$ cat src/rtl/rx_fcs_sequencer.sv
// rtl/rx_fcs_sequencer.sv - RX frame sequencer for the CRC-32 engine: FCS strip and per-frame status
// Optional per-frame statistics counters are enabled by defining RX_FCS_STATS_EN.
module rx_fcs_sequencer #(
  parameter logic [31:0] CRC_RESIDUE     = 32'hC704DD7B,
  parameter int          MIN_FRAME_BYTES = 64,
  parameter int          MAX_FRAME_BYTES = 1518,
  parameter int          LEN_W           = 16
) (
  input  logic             clk,
  input  logic             rst,
  input  logic             in_valid,
  input  logic [7:0]       in_data,
  input  logic             in_last,
  input  logic             in_err,
  output logic             crc_en,
  output logic             crc_init,
  output logic [7:0]       crc_data,
  input  logic [31:0]      crc_value,
  output logic             out_valid,
  output logic [7:0]       out_data,
  output logic             out_last,
  output logic             frame_done,
  output logic             frame_ok,
  output logic             fcs_err,
  output logic             runt_err,
  output logic             oversize_err,
  output logic             phy_err,
  output logic [LEN_W-1:0] frame_len
`ifdef RX_FCS_STATS_EN
  ,
  output logic [31:0]      stat_good_frames,
  output logic [31:0]      stat_fcs_err_frames,
  output logic [31:0]      stat_runt_frames
`endif
);

  typedef enum logic [1:0] {IDLE, ACTIVE, CHECK} state_t;

  localparam logic [LEN_W-1:0] MIN_LEN = LEN_W'(MIN_FRAME_BYTES);
  localparam logic [LEN_W-1:0] MAX_LEN = LEN_W'(MAX_FRAME_BYTES);

  state_t           state;
  logic [7:0]       dl [4];
  logic [2:0]       fill;
  logic [7:0]       hold;
  logic             hold_v;
  logic [LEN_W-1:0] count;
  logic             phy_sticky;

  logic start;
  logic shift_out;
  logic is_check;

  // Any byte seen outside ACTIVE is byte 0 of a new frame, including one arriving in CHECK.
  assign start     = in_valid && (state != ACTIVE);
  assign shift_out = in_valid && (state == ACTIVE) && (fill == 3'd4);
  assign is_check  = (state == CHECK);

  always_comb begin
    crc_en       = in_valid;
    crc_data     = in_data;
    crc_init     = start;
    out_valid    = hold_v && (is_check || shift_out);
    out_data     = out_valid ? hold : 8'h00;
    out_last     = is_check && hold_v;
    frame_done   = is_check;
    fcs_err      = is_check && (crc_value != CRC_RESIDUE);
    runt_err     = is_check && (count < MIN_LEN);
    oversize_err = is_check && (count > MAX_LEN);
    phy_err      = is_check && phy_sticky;
    frame_ok     = is_check && !(fcs_err || runt_err || oversize_err || phy_err);
    frame_len    = is_check ? count : '0;
  end

  always_ff @(posedge clk) begin
    if (rst) begin
      state      <= IDLE;
      fill       <= 3'd0;
      hold       <= 8'h00;
      hold_v     <= 1'b0;
      count      <= '0;
      phy_sticky <= 1'b0;
      for (int i = 0; i < 4; i++) dl[i] <= 8'h00;
    end else begin
      case (state)
        IDLE, CHECK: begin
          if (in_valid) begin
            dl[0]      <= in_data;
            fill       <= 3'd1;
            hold_v     <= 1'b0;
            count      <= LEN_W'(1);
            phy_sticky <= in_err;
            state      <= in_last ? CHECK : ACTIVE;
          end else begin
            fill       <= 3'd0;
            hold_v     <= 1'b0;
            count      <= '0;
            phy_sticky <= 1'b0;
            state      <= IDLE;
          end
        end
        ACTIVE: begin
          if (in_valid) begin
            dl[3] <= dl[2];
            dl[2] <= dl[1];
            dl[1] <= dl[0];
            dl[0] <= in_data;
            // Once full, the oldest byte is certainly payload and moves to the hold register.
            if (fill == 3'd4) begin
              hold   <= dl[3];
              hold_v <= 1'b1;
            end else begin
              fill <= fill + 3'd1;
            end
            count      <= (count == '1) ? count : count + 1'b1;
            phy_sticky <= phy_sticky | in_err;
            if (in_last) state <= CHECK;
          end
        end
        default: state <= IDLE;
      endcase
    end
  end

`ifdef RX_FCS_STATS_EN
  always_ff @(posedge clk) begin
    if (rst) begin
      stat_good_frames    <= 32'd0;
      stat_fcs_err_frames <= 32'd0;
      stat_runt_frames    <= 32'd0;
    end else begin
      if (frame_ok && stat_good_frames != '1)    stat_good_frames    <= stat_good_frames + 32'd1;
      if (fcs_err && stat_fcs_err_frames != '1)  stat_fcs_err_frames <= stat_fcs_err_frames + 32'd1;
      if (runt_err && stat_runt_frames != '1)    stat_runt_frames    <= stat_runt_frames + 32'd1;
    end
  end
`endif

endmodule

$ cat config.mk
export PLATFORM = sky130hd
export DESIGN_NAME = rx_fcs_sequencer
export DESIGN_NICKNAME = d
export VERILOG_FILES = /design/src/rtl/rx_fcs_sequencer.sv
export SDC_FILE = /design/constraint.sdc
export NUM_CORES = 1
export LEC_CHECK = 0
export CAP_MARGIN = 10
export CORE_UTILIZATION = 48
export CTS_CLUSTER_SIZE = 40
export DETAILED_ROUTE_END_ITERATION = 7
export GPL_ROUTABILITY_DRIVEN = 0
export PLACE_DENSITY = 0.8
export SYNTH_ARGS = -nofsm -noshare
export SYNTH_HDL_FRONTEND = slang
export SYNTH_SLANG_ARGS = --single-unit
$ cat constraint.sdc
create_clock -name clk -period 2.53 [get_ports clk]
set_clock_uncertainty 0.2 [all_clocks]
set_input_delay 0.506 -clock clk [delete_from_list [all_inputs] [get_ports clk]]
set_output_delay 0.506 -clock clk [all_outputs]
set_load 0.02 [all_outputs]
==> flow_summary.yaml <==
clock_network:
  clkSlewWorstSetupHoldPaths_ps: 70
  cts.sinks: 63
  h-tree-depth: 3
  cts_buffer_depth: 2
  cts_buffers: 9
  tritoncts: "built"
  insertion_delay_ps: 330
  cts_root_buffer: "clkbuf_8"
worst_setup_path:
  crit_start: "crc_value[7]"
  crit_fanout: 2
  reg2regPathDepth: 7
  crit_family: "simple AND/OR/NAND/NOR gates"
  startpoint_type: "input port"
  cp.arrival_ps: 1850
  path_depth: 6
  max_stage_delay_ps: 550
  worst_setup_path_end_kind: "output port"
  cp.buffers_inverters: 3
  crit_chain: "dlygate4sd2_1 -> or4b_4 -> nor4_4 -> buf_4 -> and3_4 -> buf_6"
  cp_data_required_time_ps: 1820
  r2r_start: "count[0]"
  reg2reg_to: "count[14]"
  cpMaxStageDelayCell: "or4b_4"
  r2r_slack_ps: 310
  endpoint: "frame_ok"
  critPathKind: "in -> out"
synth:
  synth_edf_count: 32
  ys_types: 52
  synth_warnings: 0
  seq_area_frac_synth_pct: 50.3
  async_flop_share_pct: 0
  syn_area_sq_um: 3140
  synth_ff_type: "edfxtp_1"
  synth_top_area_share_pct: 30.6
  synth_most_common_cell: "and2_1"
  avgSynthCellArea_sq_um: 9.95
  synth_area_leaders: "edfxtp_1 31%, dfxtp_1 20%, and2_1 12%, nor2_1 3.5%, mux2i_1 2.5%"
  yosysTopAreaCell: "edfxtp_1"
  synth_seq_cells: 63
  synth_common_cells: "62 x and2_1, 32 x edfxtp_1, 31 x dfxtp_1"
  syn_inst: 316
  synth_nets: 364
hold_path:
  hp-start: "dl[3][4]"
  hold_class: "reg -> reg"
grt:
  grt_max_degree: 25
  overflow: 0
  grt_pass1_vias: 2725
  grt_pass1_wl_microns: 12900
  grt_usage_pct: 23.8
  antenna_found_initial: 0
final_layout:
  syn2layout_area_growth_pct: 45.3
  diodes: 0
  fin_nets: 475
  fin_area_sq_um: 4570
  final_layout_size_suffix_gt1_share_pct: 22.5
placed_design:
  port_buffers: 86
  post-dp-hpwl_microns: 5660
  dpl-instance-area_sq_um: 4240
pwr:
  max-vdd-ir-drop_mv: 0.529
  leakage_nw: 1.97
  powerDensity_nw_per_um2: 544
sta:
  period_needed_ps: 2560
  rsz0062_at_grt: "true"
  slew_viol_final: 0
  fin_hold_ws_ps: 280
  tightest_slew_ps: 515
  finalHoldViolations: 0
  slew_headroom_pct: 65.4
  finalSetupViolCount: 1
  setup_ws_ps: -26.2
  max_freq_mhz: 391
  fin_crit_sh_pct: 101
die:
  fp.dieW_microns: 82.9
  start_util_pct: 49.5
  pin_count: 87
  dieArea_sq_um: 6880
  core_sq_um: 6350
  die_y_microns: 82.9
  rows: 29
route:
  ant_nets: 0
  drt-pass1-iter-count: 5
  drc_errors: 0
  via_count: 2827
  dr.first_iter.drc_count: 253
  wire_per_inst_microns: 15.6
  viasPerCell: 5.55
  wirelength_microns: 7920
run_status:
  violations: "setup timing"
  outcome: "complete, but fails checks"
flow_run:
  max-cap-violations: 0
[repair_timing]
item	4_1_cts	5_1_grt
hold buffers	0	0
cloned	1	0
hold endpoints to repair	0	0
pin swaps	11	7
setup endpoints to repair	33	21
setup buffers	2	1
resized for setup	118	42
[flip-flops by register name, indices dropped and copies added, names as in the netlist]
| name | flops |
|---|---|
| count | 16 |
| dl | 32 |
| fill | 3 |
| hold | 8 |
| hold_v | 1 |
| phy_sticky | 1 |
| state | 2 |
[cells by family (layout without fill, tap and decap cells)]
| logic type | after synthesis | count (layout) | share of synthesized area [%] |
|---|---|---|---|
| AND/OR/NAND/NOR | 168 | 168 | 31.0 |
| multiplexers | 9 | 9 | 2.90 |
| AO/OA/AOI/OAI | 39 | 40 | 8.48 |
| buffers and inverters | 30 | 145 | 5.05 |
| flip-flops | 63 | 63 | 50.3 |
| adder cells (fa/ha/maj) | 3 | 3 | 1.19 |
| XOR/XNOR | 4 | 4 | 1.11 |
[worst min-delay path by stage]
stage / end / slack [ps] / cells after the start
3_5_place_dp: hold_v / 260 / 2
4_1_cts: hold[4] / 280 / 2
3_3_place_gp: hold_v / 250 / 2
2_1_floorplan: hold_v / 240 / 2
5_1_grt: hold[1] / 330 / 2
6_report: hold[4] / 280 / 2
[worst min-delay path, cell delays in order (launching register included)]
cell      delay, ps
edfxtp_1        320
mux2i_1          60
nor2_1           70
[metal layers]
| layer | wire length (microns) | GRT usage, % | vias up |
|---|---|---|---|
| met2 | 4120 | 40.4 | 134 |
| li1 | - | - | 1353 |
| met1 | 3030 | 27.5 | 1321 |
| met5 | 0 | 0 | - |
| met3 | 580 | 6.96 | 19 |
| met4 | 199 | 11.1 | 0 |
[area by class of cell]
| type | instances | area (sq um) |
|---|---|---|
| clock buffers | 10 | 128 |
| clock inverters | 6 | 133 |
| fillers | 456 | 1780 |
| inverters | 4 | 15.0 |
| multi-input cells | 224 | 1530 |
| flip-flops and latches | 63 | 1580 |
| well taps | 77 | 96.3 |
| repair buffers | 125 | 1080 |
[report_power, final]
part           internal, mW  switching [mW]
sequential             1.11          0.0122
clock                 0.753           0.383
combinational         0.114           0.115
total                  1.98           0.510
[stage by stage]
| step | util [%] | std cells | setup TNS (ps) | total power [mW] | setup slack (ps) |
|---|---|---|---|---|---|
| after CTS | 71.8 | 508 | -55.7 | 2.50 | -55.7 |
| final | 71.9 | 509 | -26.2 | 2.49 | -26.2 |
| after global placement | 66.8 | 489 | -5820 | 1.36 | -959 |
| after detailed placement | 66.8 | 489 | -6040 | 1.38 | -966 |
| after global routing | 71.9 | 509 | -198 | 2.57 | -79.5 |
| after floorplan | - | 316 | 0 | 1.24 | 116 |
[cell usage in the layout, fill, tap and decap left out, types with 7 or more instances in the layout]
cell type         n
nand4_1          10
dfxtp_1          30
nor3_1            9
buf_4            40
mux2i_1           8
clkdlybuf4s50_1  21
clkbuf_2         11
nand2b_1          7
a21oi_1          10
clkdlybuf4s15_1  20
nand2_1           9
and2_1           61
clkbuf_8          9
dlygate4sd2_1    18
nor2_1           28
edfxtp_1         32
Power figures use the tool's default switching activity.
